$ cat src/rtl/tx_burst_ctrl_pkg.sv
// Shared D-PHY TX package for the burst controller slice.
// Holds the controller state encoding, the parameter defaults used by the
// top level and the bench, and helpers that size the shared timer.
package tx_burst_ctrl_pkg;

  typedef enum logic [2:0] {
    ST_IDLE     = 3'd0,
    ST_REQ_WAIT = 3'd1,
    ST_SEND     = 3'd2,
    ST_TRAIL    = 3'd3,
    ST_GAP      = 3'd4
  } txState_e;

  localparam int PREP_TO_DEF   = 64;
  localparam int TRAIL_CYC_DEF = 4;
  localparam int LP_GAP_DEF    = 8;
  localparam int LEN_W         = 16;
  localparam int BYTE_W        = 8;

  function automatic int maxOf3(input int a, input int b, input int c);
    int m;
    m = (a > b) ? a : b;
    return (m > c) ? m : c;
  endfunction

  // The timer counts from 0 up to (limit - 1), so log2(limit) bits suffice.
  function automatic int timerWidth(input int maxVal);
    return (maxVal < 2) ? 1 : $clog2(maxVal);
  endfunction

endpackage

$ cat src/rtl/tx_burst_ctrl_if.sv
// Bundle of the requester-side and lane-side signals of tx_burst_ctrl.
//   master : the burst controller (drives grants, strobes, TX_REQ, HS data)
//   slave  : the environment (requesters and lane FSM)
// Signals:
//   REQ_VALID[1:0], REQ_LEN0/1[15:0], DATA0/1[7:0] : requester inputs
//   DATA_RD[1:0], REQ_GRANT[1:0]                   : requester feedback
//   TX_REQ, TX_HS_ACTIVE                           : lane FSM handshake
//   TX_HS_DATA[7:0], TX_HS_VALID                   : HS serializer feed
//   BUSY, ERR                                      : status
interface tx_burst_ctrl_if;
  import tx_burst_ctrl_pkg::*;

  logic [1:0]        REQ_VALID;
  logic [LEN_W-1:0]  REQ_LEN0;
  logic [LEN_W-1:0]  REQ_LEN1;
  logic [BYTE_W-1:0] DATA0;
  logic [BYTE_W-1:0] DATA1;
  logic [1:0]        DATA_RD;
  logic [1:0]        REQ_GRANT;
  logic              TX_REQ;
  logic              TX_HS_ACTIVE;
  logic [BYTE_W-1:0] TX_HS_DATA;
  logic              TX_HS_VALID;
  logic              BUSY;
  logic              ERR;

  modport master (
    input  REQ_VALID, REQ_LEN0, REQ_LEN1, DATA0, DATA1, TX_HS_ACTIVE,
    output DATA_RD, REQ_GRANT, TX_REQ, TX_HS_DATA, TX_HS_VALID, BUSY, ERR
  );

  modport slave (
    output REQ_VALID, REQ_LEN0, REQ_LEN1, DATA0, DATA1, TX_HS_ACTIVE,
    input  DATA_RD, REQ_GRANT, TX_REQ, TX_HS_DATA, TX_HS_VALID, BUSY, ERR
  );

endinterface

$ cat src/rtl/tx_rr_arb2.sv
// Two-way round-robin arbiter.
// Ports:
//   clk_i, rst_i : clock, asynchronous active-high reset
//   req_i[1:0]   : request vector
//   en_i         : arbitration allowed this cycle (commits the pointer)
//   gnt_o[1:0]   : one-hot grant, combinational, zero when not enabled
//   win_o        : index of the requester that would win this cycle
module tx_rr_arb2 (
  input  logic       clk_i,
  input  logic       rst_i,
  input  logic [1:0] req_i,
  input  logic       en_i,
  output logic [1:0] gnt_o,
  output logic       win_o
);

  logic last_q;
  logic last_d;
  logic winSel;

  // Pick the winner: a lone requester always wins, on a tie the one not
  // granted last wins. The pointer only moves when a grant is committed.
  always_comb begin
    winSel = 1'b0;
    gnt_o  = 2'b00;
    last_d = last_q;
    case (req_i)
      2'b01:   winSel = 1'b0;
      2'b10:   winSel = 1'b1;
      2'b11:   winSel = ~last_q;
      default: winSel = 1'b0;
    endcase
    if (en_i && (req_i != 2'b00)) begin
      gnt_o  = winSel ? 2'b10 : 2'b01;
      last_d = winSel;
    end
  end

  assign win_o = winSel;

  // Pointer register; after reset requester 1 counts as last granted so
  // requester 0 takes the first tie.
  always_ff @(posedge clk_i or posedge rst_i) begin
    if (rst_i) begin
      last_q <= 1'b1;
    end else begin
      last_q <= last_d;
    end
  end

endmodule

$ cat src/rtl/tx_burst_ctrl.sv
// D-PHY TX burst controller: arbitrates between two byte requesters, asks
// the lane FSM for HS mode, streams the granted burst to the serializer,
// holds TX_REQ for a trail period and enforces an LP gap between bursts.
// Ports:
//   TX_BYTE_clk : byte clock
//   TX_rst      : asynchronous active-high reset
//   bus         : tx_burst_ctrl_if master modport (requesters, lane, status)
// Parameters:
//   PREP_TO   : REQ_WAIT cycles allowed before giving up on TX_HS_ACTIVE
//   TRAIL_CYC : TRAIL cycles after the last byte
//   LP_GAP    : GAP cycles before arbitration resumes
module tx_burst_ctrl
  import tx_burst_ctrl_pkg::*;
#(
  parameter int PREP_TO   = PREP_TO_DEF,
  parameter int TRAIL_CYC = TRAIL_CYC_DEF,
  parameter int LP_GAP    = LP_GAP_DEF
) (
  input  logic     TX_BYTE_clk,
  input  logic     TX_rst,
  tx_burst_ctrl_if.master bus
);

  localparam int TMR_W = timerWidth(maxOf3(PREP_TO, TRAIL_CYC, LP_GAP));
  localparam logic [TMR_W-1:0] PREP_LAST  = TMR_W'(PREP_TO - 1);
  localparam logic [TMR_W-1:0] TRAIL_LAST = TMR_W'(TRAIL_CYC - 1);
  localparam logic [TMR_W-1:0] GAP_LAST   = TMR_W'(LP_GAP - 1);

  txState_e         state_q,  state_d;
  logic [TMR_W-1:0] tmr_q,    tmr_d;
  logic [LEN_W-1:0] remCnt_q, remCnt_d;
  logic             winner_q, winner_d;
  logic [1:0]       grant_q,  grant_d;
  logic             err_q,    err_d;
  logic             txReq_q,  txReq_d;

  logic             arbEn;
  logic [1:0]       arbGnt;
  logic             arbWin;
  logic [LEN_W-1:0] selLen;
  logic             sendNow;

  // Arbitration is held off for the cycle the grant pulse is visible, so a
  // requester still showing REQ_VALID that cycle is not granted twice.
  assign arbEn  = (state_q == ST_IDLE) && (grant_q == 2'b00);
  assign selLen = arbWin ? bus.REQ_LEN1 : bus.REQ_LEN0;

  tx_rr_arb2 u_arb (
    .clk_i (TX_BYTE_clk),
    .rst_i (TX_rst),
    .req_i (bus.REQ_VALID),
    .en_i  (arbEn),
    .gnt_o (arbGnt),
    .win_o (arbWin)
  );

  // A byte moves only while in SEND with the lane still in HS; the cycle in
  // which the lane drops out is the abort cycle and transfers nothing.
  assign sendNow         = (state_q == ST_SEND) && bus.TX_HS_ACTIVE;
  assign bus.TX_HS_VALID = sendNow;
  assign bus.TX_HS_DATA  = sendNow ? (winner_q ? bus.DATA1 : bus.DATA0) : '0;
  assign bus.DATA_RD     = sendNow ? (winner_q ? 2'b10 : 2'b01) : 2'b00;
  assign bus.BUSY        = (state_q != ST_IDLE);
  assign bus.TX_REQ      = txReq_q;
  assign bus.REQ_GRANT   = grant_q;
  assign bus.ERR         = err_q;

  // Next-state logic. The single timer is reused by REQ_WAIT, TRAIL and GAP
  // and is cleared on every entry into one of them. A zero-length grant
  // still pulses REQ_GRANT and moves the pointer but never leaves IDLE.
  always_comb begin
    state_d  = state_q;
    tmr_d    = tmr_q;
    remCnt_d = remCnt_q;
    winner_d = winner_q;
    grant_d  = 2'b00;
    err_d    = 1'b0;
    case (state_q)
      ST_IDLE: begin
        if (arbGnt != 2'b00) begin
          grant_d  = arbGnt;
          winner_d = arbWin;
          remCnt_d = selLen;
          tmr_d    = '0;
          if (selLen != '0) begin
            state_d = ST_REQ_WAIT;
          end
        end
      end
      ST_REQ_WAIT: begin
        if (bus.TX_HS_ACTIVE) begin
          state_d = ST_SEND;
          tmr_d   = '0;
        end else if (tmr_q == PREP_LAST) begin
          err_d   = 1'b1;
          state_d = ST_GAP;
          tmr_d   = '0;
        end else begin
          tmr_d = tmr_q + TMR_W'(1);
        end
      end
      ST_SEND: begin
        if (!bus.TX_HS_ACTIVE) begin
          err_d    = 1'b1;
          state_d  = ST_GAP;
          tmr_d    = '0;
          remCnt_d = '0;
        end else begin
          remCnt_d = remCnt_q - LEN_W'(1);
          if (remCnt_q == LEN_W'(1)) begin
            state_d = ST_TRAIL;
            tmr_d   = '0;
          end
        end
      end
      ST_TRAIL: begin
        if (tmr_q == TRAIL_LAST) begin
          state_d = ST_GAP;
          tmr_d   = '0;
        end else begin
          tmr_d = tmr_q + TMR_W'(1);
        end
      end
      ST_GAP: begin
        if (tmr_q == GAP_LAST) begin
          state_d = ST_IDLE;
          tmr_d   = '0;
        end else begin
          tmr_d = tmr_q + TMR_W'(1);
        end
      end
      default: begin
        state_d = ST_IDLE;
        tmr_d   = '0;
      end
    endcase
  end

  // TX_REQ is decoded from the next state so the registered copy lines up
  // exactly with REQ_WAIT, SEND and TRAIL.
  assign txReq_d = (state_d == ST_REQ_WAIT) || (state_d == ST_SEND) ||
                   (state_d == ST_TRAIL);

  // State and datapath registers; reset drops TX_REQ at once and discards
  // any burst in flight without an error pulse.
  always_ff @(posedge TX_BYTE_clk or posedge TX_rst) begin
    if (TX_rst) begin
      state_q  <= ST_IDLE;
      tmr_q    <= '0;
      remCnt_q <= '0;
      winner_q <= 1'b0;
      grant_q  <= 2'b00;
      err_q    <= 1'b0;
      txReq_q  <= 1'b0;
    end else begin
      state_q  <= state_d;
      tmr_q    <= tmr_d;
      remCnt_q <= remCnt_d;
      winner_q <= winner_d;
      grant_q  <= grant_d;
      err_q    <= err_d;
      txReq_q  <= txReq_d;
    end
  end

endmodule
$ cat src/flat_wrapper.sv
// flat-port wrapper written by rule: the top's interface ports become plain ports
module tx_burst_ctrl_flat import tx_burst_ctrl_pkg::*;
#(
  parameter int PREP_TO   = PREP_TO_DEF,
  parameter int TRAIL_CYC = TRAIL_CYC_DEF,
  parameter int LP_GAP    = LP_GAP_DEF
)
  (TX_BYTE_clk, TX_rst, bus_REQ_VALID, bus_REQ_LEN0, bus_REQ_LEN1, bus_DATA0, bus_DATA1, bus_TX_HS_ACTIVE, bus_DATA_RD, bus_REQ_GRANT, bus_TX_REQ, bus_TX_HS_DATA, bus_TX_HS_VALID, bus_BUSY, bus_ERR);
  tx_burst_ctrl_if bus_i ();
  input  logic TX_BYTE_clk;
  input  logic TX_rst;
  input wire logic [$bits(bus_i.REQ_VALID)-1:0] bus_REQ_VALID;
  input wire logic [$bits(bus_i.REQ_LEN0)-1:0] bus_REQ_LEN0;
  input wire logic [$bits(bus_i.REQ_LEN1)-1:0] bus_REQ_LEN1;
  input wire logic [$bits(bus_i.DATA0)-1:0] bus_DATA0;
  input wire logic [$bits(bus_i.DATA1)-1:0] bus_DATA1;
  input wire logic [$bits(bus_i.TX_HS_ACTIVE)-1:0] bus_TX_HS_ACTIVE;
  output wire logic [$bits(bus_i.DATA_RD)-1:0] bus_DATA_RD;
  output wire logic [$bits(bus_i.REQ_GRANT)-1:0] bus_REQ_GRANT;
  output wire logic [$bits(bus_i.TX_REQ)-1:0] bus_TX_REQ;
  output wire logic [$bits(bus_i.TX_HS_DATA)-1:0] bus_TX_HS_DATA;
  output wire logic [$bits(bus_i.TX_HS_VALID)-1:0] bus_TX_HS_VALID;
  output wire logic [$bits(bus_i.BUSY)-1:0] bus_BUSY;
  output wire logic [$bits(bus_i.ERR)-1:0] bus_ERR;
  assign bus_i.REQ_VALID = bus_REQ_VALID;
  assign bus_i.REQ_LEN0 = bus_REQ_LEN0;
  assign bus_i.REQ_LEN1 = bus_REQ_LEN1;
  assign bus_i.DATA0 = bus_DATA0;
  assign bus_i.DATA1 = bus_DATA1;
  assign bus_i.TX_HS_ACTIVE = bus_TX_HS_ACTIVE;
  assign bus_DATA_RD = bus_i.DATA_RD;
  assign bus_REQ_GRANT = bus_i.REQ_GRANT;
  assign bus_TX_REQ = bus_i.TX_REQ;
  assign bus_TX_HS_DATA = bus_i.TX_HS_DATA;
  assign bus_TX_HS_VALID = bus_i.TX_HS_VALID;
  assign bus_BUSY = bus_i.BUSY;
  assign bus_ERR = bus_i.ERR;
  tx_burst_ctrl #(.PREP_TO(PREP_TO), .TRAIL_CYC(TRAIL_CYC), .LP_GAP(LP_GAP)) u_core (.TX_BYTE_clk(TX_BYTE_clk), .TX_rst(TX_rst), .bus(bus_i));
endmodule
$ cat config.mk
export PLATFORM = sky130hd
export DESIGN_NAME = tx_burst_ctrl_flat
export DESIGN_NICKNAME = d
export VERILOG_FILES = /design/src/rtl/tx_burst_ctrl_pkg.sv /design/src/rtl/tx_burst_ctrl_if.sv /design/src/rtl/tx_rr_arb2.sv /design/src/rtl/tx_burst_ctrl.sv /design/src/flat_wrapper.sv
export SDC_FILE = /design/constraint.sdc
export NUM_CORES = 1
export LEC_CHECK = 0
export CAP_MARGIN = 25
export CORE_ASPECT_RATIO = 1.5
export CORE_MARGIN = 10
export CORE_UTILIZATION = 36
export CTS_CLUSTER_SIZE = 10
export DETAILED_ROUTE_END_ITERATION = 10
export PLACE_DENSITY_LB_ADDON = 0.25
export SYNTH_ARGS = -nofsm -noshare
export SYNTH_HDL_FRONTEND = slang
export SYNTH_SLANG_ARGS = --single-unit
$ cat constraint.sdc
create_clock -name TX_BYTE_clk -period 5.47 [get_ports TX_BYTE_clk]
set_clock_uncertainty 0.1 [all_clocks]
set_input_delay 1.094 -clock TX_BYTE_clk [delete_from_list [all_inputs] [get_ports TX_BYTE_clk]]
set_output_delay 1.094 -clock TX_BYTE_clk [all_outputs]
set_load 0.02 [all_outputs]
==> out/metrics.csv, run 1 <==
metric;value;unit
setup violators final;0;
Die H;115;um
hold slack;0.387;ns
final max-slew violation count;0;
Setup crit start kind;input port;
largest net degree at the start of global routing;32;
CP Depth;5;
Sink Count;31;
Slew HR;44.3;%
Num CTS Buffers;5;
row count;34;
R2R setup slack;2.98;ns
critical path capture point;bus_TX_HS_DATA[1];
Layout area overhead;38.1;%
Crit path max-delay family;buffers and inverters;
GRT Residual Overflow;0;
reg2reg end;u_core.remCnt_q[3];
antenna violations before repair;0;
PD cells;443;nW/um^2
Yosys cell types;52;
most common library cells after synthesis;30 x dfrtp_1, 22 x mux2i_1, 22 x nor2_1, 15 x o21ai_0, 14 x nand2_1;
Crit Path Class;in2out;
global-route wire length before repair;11500;um
aggregate global-route resource usage;14.6;%
Post-CTS Setup Inserts;0;
Area contributors post-synth;dfrtp_1 35%, mux2i_1 10%, nor2_1 3.8%, o21ai_0 3.5%, nor4_1 2.9%;
Post-Route WL;7010;um
Fmax;0.236;GHz
Worst R2R Start;u_core.state_q[1];
Syn Inst Count;244;
die area;9610;um^2
Clock Pin Slew Worst Setup and Hold Paths;0.07;ns
CTS Hold Bufs;0;
setup TNS;0;ns
detailed-route via count;2151;
RSZ-0062 raised after global routing;no;
most common cell in the netlist;dfrtp_1;
post-synthesis sequential area ratio;35.7;%
DR DRC count;0;
Synth top area share;34.5;%
core area;5830;um^2
ANT nets after route;0;
nets@finish;364;
DPL Wire Length;5500;um
routability cong.;0.866;
Crit. End Element;output pin;
Ant. Diodes;0;
Worst Path Arrival;3.04;ns
H-tree Lvls;2;
boundary pin count;69;
top_reg_cell synth;dfrtp_1;
Critical Path Max Stage Delay;0.69;ns
synthesized flop and latch total;31;
fraction of layout cells with a size suffix above 1;8.09;%
Hold WC Path Type;reg2reg;
Pre-antenna DRT Iters;4;
IO Port Bufs;68;
worst path bufs/invs;3;
CTS root buffer;clkbuf_8;
Syn. warnings;0;
die width;83.5;um
EDFF count, synth;0;
CTS tree;yes;
Critical Path Slowest Stage Cell;clkdlybuf4s50_1;
cts repair resizes;0;
peak supply drop;0.250;mV
crit path from;bus_TX_HS_ACTIVE;
most used cell, CP;clkdlybuf4s50_1;
1st-iter DRT viols;88;
status;completed;
Max-Cap Viols;0;
Mapped Area;2170;um^2
period utilization;77.4;%
Clock Tree Buf Depth;2;
CP Cell Sequence;clkdlybuf4s50_1, nand2_1, buf_4, nor2_1, clkdlybuf4s50_1;
Pleak;1.25;nW
R2R cell count;5;
vias in the first global route;2161;
crit path time final;4.23;ns
Avg Cell Area, Syn;8.91;um^2
Synthesized Nets;300;
Post-synth ARST share;100;%
cell taking the most area after synthesis;dfrtp_1;
worst slew pin tran;0.828;ns
Via density;5.65;
required time worst endpoint;4.28;ns
Routed WL per cell;18.4;um
Clock Latency Late Sink;0.29;ns
Initial Util;37.3;%
fillers;556;
CP Max Fanout;17;
Hold Vio Cnt, Final;0;
==> routing by layer <==
| metal | vias up | share of wire [%] | track usage (%) |
|---|---|---|---|
| met2 | 58 | 54 | 26.6 |
| li1 | 1042 | - | - |
| met4 | 0 | 1.6 | 5.26 |
| met1 | 1042 | 41 | 16.4 |
| met3 | 9 | 3.5 | 2.97 |
| met5 | - | 0 | 0 |
==> cells by family (layout without fill, tap and decap cells) <==
logic type	after synthesis	count (layout)	synth area share, %
simple gates	89	89	22.5
compound gates	68	68	21.5
flops	31	31	35.7
mux	25	25	11.7
buf+inv	23	88	4.89
xor+xnor	5	5	2.01
fa+ha+maj	3	3	1.73
==> power breakdown <==
group,internal (mW),switching (mW),leakage [nW]
registers,0.326,0.117,0.397
clock network,0.115,0.0860,0.0515
logic,0.326,0.358,0.799
total,0.767,0.562,1.25
==> stage by stage <==
step	setup slack, ns	util [%]	instances	power [mW]	instance area [um^2]
finish	1.24	51.5	381	1.33	3000
global route	1.14	51.5	381	1.43	3000
CTS	1.25	51.5	381	1.34	3000
detailed placement	1.26	49.8	373	1.13	2900
global placement	1.34	49.8	373	1.12	2900
floorplan	2.35	-	244	0.927	2170
==> cells in the final DEF (no fill, tap or decap), drive strengths merged, types with 7 or more instances in the layout <==
master	synthesis	final
clkdlybuf4s50	0	68
dfrtp	30	30
nor2	22	22
mux2i	22	22
o21ai	16	16
nand2	14	14
a21oi	12	12
nor3	12	12
nor4	10	10
inv	8	8
clkbuf	8	8
a21o	7	7
o22ai	7	7
==> sequential cells by signal, indices dropped and copies added (netlist names) <==
register	cells
u_core.u_arb.last_q	1
u_core.bus.TX_REQ	1
u_core.tmr_q	6
u_core.state_q	3
u_core.remCnt_q	16
u_core.bus.REQ_GRANT	2
u_core.bus.ERR	1
u_core.winner_q	1
==> area by class of cell <==
| cell class | count | area (um^2) | area share [%] |
|---|---|---|---|
| flip-flops and latches | 31 | 777 | 25.9 |
| repair buffers | 72 | 711 | 23.7 |
| well taps | 72 | 90.1 | 3.00 |
| multi-input cells | 190 | 1290 | 43.1 |
| clock buffers | 8 | 100 | 3.33 |
| inverters | 8 | 30.0 | 1.00 |
==> worst min path at each step <==
stage                        startpoint             endpoint  slack (ns)  cells after the start
global placement    u_core.remCnt_q[13]  u_core.remCnt_q[13]        0.36                      1
CTS                 u_core.remCnt_q[13]  u_core.remCnt_q[13]        0.38                      1
detailed placement  u_core.remCnt_q[13]  u_core.remCnt_q[13]        0.37                      1
floorplan           u_core.remCnt_q[13]  u_core.remCnt_q[13]        0.35                      1
finish              u_core.remCnt_q[13]  u_core.remCnt_q[13]        0.39                      1
global route        u_core.remCnt_q[11]  u_core.remCnt_q[11]        0.41                      1
Power figures use the tool's default switching activity.
==> inputs of run 2 (changes only) <==
==> constraint.sdc (replaced) <==
create_clock -name TX_BYTE_clk -period 3.7 [get_ports TX_BYTE_clk]
set_clock_uncertainty 0.1 [all_clocks]
set_input_delay 0.74 -clock TX_BYTE_clk [delete_from_list [all_inputs] [get_ports TX_BYTE_clk]]
set_output_delay 0.74 -clock TX_BYTE_clk [all_outputs]
set_load 0.02 [all_outputs]
==> run 2 against run 1 <==
Final cell count grew 1.0%; routed wire length down 1.1%; worst hold slack gained 0.0035 ns; utilization rose by 0.52 points; combinational power rose by 50%; die area is the same; register-to-register slack lost 1.8 ns; final area rose by 1.0%; critical path depth stayed put; sequential share of layout area decreased by 0.26 points; non-clock buffer count rose by 4; critical path type is now reg2out; count of clock-buffer cells in the layout unchanged.
==> out/metrics.csv, run 2 (synthesized netlist as in run 1, its figures left out) <==
metric;value;unit
status;completed;
global-route wire length before repair;11000;um
core area;5830;um^2
clock share of power;14.9;%
post-route cell area;3030;um^2
antenna violations before repair;0;
Die H;115;um
detailed-route via count;2168;
ANT nets after route;0;
Reg with most FFs;u_core.remCnt_q;
period utilization;85.2;%
CTS tree;yes;
routability cong.;0.865;
max reg flops;16;
metal2 WL;3730;um
Clock Pin Slew Worst Setup and Hold Paths;0.07;ns
DR DRC count;0;
Pleak;1.27;nW
die width;83.5;um
R2R cell count;5;
worst slew pin tran;0.669;ns
crit path time final;3.15;ns
Top Layer Used;met4;
cts repair resizes;0;
met3 routed WL;250;um
Crit. End Element;output pin;
required time worst endpoint;2.86;ns
Logic pwr share;52.0;%
Fmax;0.317;GHz
hold_sp;u_core.remCnt_q[11];
Routed WL per cell;18.0;um
aggregate global-route resource usage;14.0;%
CP Max Fanout;12;
Ant. Diodes;0;
Layout area overhead;39.5;%
IO Port Bufs;68;
reg2reg end;u_core.remCnt_q[3];
Worst Path Arrival;2.31;ns
CTS root buffer;clkbuf_8;
nets@finish;368;
worst hold path depth;1;
M1 WL;2770;um
Worst R2R Start;u_core.state_q[2];
H-tree Lvls;2;
CP Cell Sequence;nor3b_1, buf_4, nand2_1, nor2_1, clkdlybuf4s50_1;
final max-slew violation count;0;
Critical Path Slowest Stage Cell;clkdlybuf4s50_1;
peak supply drop;0.349;mV
Setup crit start kind;flip-flop;
Flop pwr share;33.1;%
row count;34;
commonest cells after routing, fill and taps aside;68 x clkdlybuf4s50_1, 30 x dfrtp_1, 22 x nor2_1, 22 x mux2i_1, 15 x o21ai_0;
Area after DPL;2930;um^2
Num CTS Buffers;5;
RSZ-0062 raised after global routing;no;
Critical Path Max Stage Delay;0.63;ns
Hold EP;u_core.remCnt_q[11];
GRT Residual Overflow;0;
commonest non-fill, non-tap cell in the layout;clkdlybuf4s50_1;
Hold WC Path Type;reg2reg;
Max-Cap Viols;0;
biggest regs;u_core.remCnt_q: 16 flops, u_core.tmr_q: 6 flops, u_core.state_q: 3 flops;
switch share;41.7;%
fraction of layout cells with a size suffix above 1;9.27;%
setup TNS;0;ns
Post-CTS Setup Inserts;0;
boundary pin count;69;
Post-Route WL;6940;um
DPL Wire Length;5460;um
Pre-antenna DRT Iters;4;
CTS Hold Bufs;0;
largest net degree at the start of global routing;32;
setup violators final;0;
fillers;574;
Net Switching;0.825;mW
vias in the first global route;2159;
R2R setup slack;1.23;ns
Hold Vio Cnt, Final;0;
PD cells;651;nW/um^2
die area;9610;um^2
Clock Tree Buf Depth;2;
Crit Path Class;reg2out;
Sink Count;31;
Initial Util;37.3;%
Via density;5.63;
Slew HR;55.0;%
hold slack;0.391;ns
1st-iter DRT viols;134;
Clock Latency Late Sink;0.28;ns
Internal Power;1.15;mW
[run 2: changes by cell type in the layout (fill, tap and decap cells not counted)]
cell / before / now
buf_4: 4 / 8
[run 2: worst max-delay path by stage]
stage	cells past startpoint	startpoint	endpoint	slack (ns)
2_1_floorplan	6	u_core.state_q[0]	bus_TX_HS_DATA[0]	1.13
3_3_place_gp	4	bus_TX_HS_ACTIVE	bus_TX_HS_DATA[2]	0.60
3_5_place_dp	4	bus_TX_HS_ACTIVE	bus_TX_HS_DATA[1]	0.58
4_1_cts	5	u_core.state_q[1]	bus_TX_HS_DATA[2]	0.53
5_1_grt	5	u_core.state_q[1]	bus_TX_HS_DATA[3]	0.40
6_report	5	u_core.state_q[1]	bus_TX_HS_DATA[1]	0.55
[run 2: routing by layer]
layer	global-route usage [%]	vias to the layer above
met3	3.26	15
met5	0	-
met4	5.82	0
li1	-	1049
met1	15.0	1040
met2	25.7	64
[run 2: area by class of cell]
class                           instances  area, um^2  area share, %
Clock buffer                            8         100           3.30
Inverter                                8        30.0          0.990
Multi-Input combinational cell        190        1290           42.7
Sequential cell                        31         777           25.6
Tap cell                               72        90.1           2.97
Timing Repair Buffer                   76         741           24.4
[run 2: per-stage QoR]
stage               utilization (%)  worst slack [ns]  power, mW  cells
floorplan                         -              1.13       1.37    244
global placement               50.3             0.605       1.67    377
detailed placement             50.3             0.577       1.69    377
CTS                            52.0             0.534       1.99    385
global route                   52.0             0.397       2.13    385
finish                         52.0             0.547       1.98    385
[run 2: critical path, delay by kind of cell (launching register included)]
family,cells,cell delay (ns)
buffers and inverters,2,0.86
DFF,1,0.50
and+or+nand+nor,3,0.66
[run 2: power groups by stage]
stage,combinational (mW),sequential (mW),clock (mW)
CTS,1.04,0.647,0.302
floorplan,0.773,0.598,0
global route,1.14,0.676,0.315
finish,1.03,0.654,0.294
global placement,1.02,0.649,0
detailed placement,1.03,0.655,0
==> inputs of run 3 (changes only) <==
--- a/config.mk
+++ b/config.mk
@@ -11,6 +11,7 @@
 export CORE_UTILIZATION = 36
 export CTS_CLUSTER_SIZE = 10
 export DETAILED_ROUTE_END_ITERATION = 10
+export GPL_TIMING_DRIVEN = 0
 export PLACE_DENSITY_LB_ADDON = 0.25
 export SYNTH_ARGS = -nofsm -noshare
 export SYNTH_HDL_FRONTEND = slang
==> run 3 against run 2 <==
Power increased by 4.7%; setup slack got worse by 0.40 ns; fmax decreased by 11%; flip-flop and latch count unchanged; largest cell class unchanged; via count increased by 1.7%; sequential power decreased by 8.0%; register-to-register slack improved by 0.11 ns; critical path depth increased by 1; count of clock-buffer cells in the layout decreased by 2.
==> out/metrics.csv, run 3 (synthesized netlist as in run 1, its figures left out) <==
metric;value;unit
CP Cell Sequence;dlygate4sd2_1, nand2_1, clkbuf_2, buf_1, nor2_1, clkdlybuf4s50_1;
period utilization;96.1;%
Fmax;0.281;GHz
largest net degree at the start of global routing;23;
fillers;555;
Routed WL per cell;17.9;um
nets@finish;376;
Hold WC Path Type;reg2reg;
final max-slew violation count;0;
hold_sp;u_core.remCnt_q[13];
Top Layer Used;met4;
crit path from;bus_TX_HS_ACTIVE;
setup violators final;0;
clock share of power;16.8;%
worst slew pin tran;0.932;ns
setup TNS;0;ns
Pleak;1.30;nW
Clock Latency Late Sink;0.28;ns
die area;9610;um^2
Layout area overhead;42.3;%
met3 routed WL;331;um
Flop pwr share;29.1;%
metal2 WL;3840;um
ANT nets after route;0;
antenna violations before repair;0;
critical path capture point;bus_TX_HS_DATA[5];
commonest non-fill, non-tap cell in the layout;clkdlybuf4s50_1;
Slew HR;37.3;%
Post-Route WL;7040;um
Crit Path Class;in2out;
routability cong.;0.862;
fraction of layout cells with a size suffix above 1;9.35;%
R2R setup slack;1.34;ns
core area;5830;um^2
total power;2.07;mW
Hold Vio Cnt, Final;0;
Clock Tree Buf Depth;2;
global-route wire length before repair;11300;um
Internal Power;1.22;mW
reg2reg end;u_core.remCnt_q[10];
switch share;40.8;%
vias in the first global route;2224;
required time worst endpoint;2.86;ns
Worst R2R Start;u_core.remCnt_q[0];
Worst Path Arrival;2.72;ns
PD cells;668;nW/um^2
FF+latch area;777;um^2
Initial Util;37.3;%
Sink Count;31;
Via density;5.61;
RSZ-0062 raised after global routing;no;
Crit. End Element;output pin;
Reg with most FFs;u_core.remCnt_q;
aggregate global-route resource usage;14.2;%
max reg flops;16;
DR DRC count;0;
final core utilization;53.1;%
Crit path max-delay family;buffers and inverters;
Critical Path Max Stage Delay;0.63;ns
Net Switching;0.844;mW
M1 WL;2780;um
detailed-route via count;2204;
row count;34;
peak supply drop;0.371;mV
Die H;115;um
Num CTS Buffers;5;
worst path bufs/invs;4;
Logic pwr share;54.1;%
1st-iter DRT viols;201;
die width;83.5;um
status;completed;
CTS Hold Bufs;0;
crit path time final;3.56;ns
Pre-antenna DRT Iters;4;
Clock Pin Slew Worst Setup and Hold Paths;0.07;ns
area of the multi-input gates;1300;um^2
Setup crit start kind;input port;
R2R cell count;7;
IO Port Bufs;68;
Ant. Diodes;0;
Max-Cap Viols;0;
Critical Path Slowest Stage Cell;clkdlybuf4s50_1;
CTS root buffer;clkbuf_8;
pre-CTS setup slack;-0.212;ns
CP Depth;6;
H-tree Lvls;2;
biggest regs;u_core.remCnt_q: 16 flops, u_core.tmr_q: 6 flops, u_core.state_q: 3 flops;
CP Max Fanout;10;
boundary pin count;69;
commonest cells after routing, fill and taps aside;67 x clkdlybuf4s50_1, 30 x dfrtp_1, 22 x nor2_1, 22 x mux2i_1, 15 x o21ai_0;
setup ws final;0.144;ns
GRT Residual Overflow;0;
CTS tree;yes;
DPL Wire Length;5580;um
[run 3: cell types whose count changed in the layout (fill, tap and decap cells not counted), moves of 2 or more]
cell	change
buf_2	+4
buf_4	-8
buf_6	+2
clkbuf_1	+6
[run 3: worst min path at each step]
stage	to	slack, ns	depth (start not counted)
floorplan	u_core.remCnt_q[13]	0.35	1
global placement	u_core.remCnt_q[13]	0.37	1
detailed placement	u_core.remCnt_q[13]	0.38	1
CTS	u_core.remCnt_q[13]	0.40	1
global route	u_core.u_arb.last_q	0.43	1
finish	u_core.remCnt_q[13]	0.39	1
[run 3: cell type report]
class / instances / area share [%]
Tap cell: 72 / 2.91
Buffer: 15 / 2.51
Clock inverter: 2 / 1.13
Inverter: 8 / 0.970
Multi-Input combinational cell: 190 / 41.9
Sequential cell: 31 / 25.1
Clock buffer: 6 / 2.67
Timing Repair Buffer: 69 / 22.8
[run 3: layer usage]
layer  GRT usage (%)  vias to the layer above
met2            26.9                       57
met4            4.03                        0
met1            15.4                     1076
met5               0                        -
met3            3.33                        8
li1                -                     1063
[run 3: what timing repair did]
action	in CTS	in global routing
cloned	0	0
setup endpoints to repair	9	9
buffers inserted	0	0
gates resized for setup	2	1
[run 3: worst reg2reg max path, stage by stage (launching register included)]
cell and delay [ns]:
dfrtp_1 0.44, inv_1 0.08, ha_1 0.17, nor3b_1 0.65
nand2_1 0.27, nor3_1 0.19, o21ai_0 0.11, a22o_1 0.25
[run 3: power by group through the flow]
stage / registers, mW / logic [mW] / clock network, mW
after CTS: 0.600 / 1.12 / 0.354
after global routing: 0.621 / 1.23 / 0.374
final: 0.602 / 1.12 / 0.348
after floorplan: 0.598 / 0.773 / 0
after detailed placement: 0.604 / 1.11 / 0
after global placement: 0.598 / 1.10 / 0
[run 3: through the flow]
stage | instance area [um^2] | cells | hold WS (ns)
finish | 3100 | 393 | 0.393
detailed placement | 2970 | 385 | 0.380
floorplan | 2170 | 244 | 0.351
global route | 3100 | 393 | 0.433
global placement | 2950 | 384 | 0.371
CTS | 3090 | 393 | 0.395
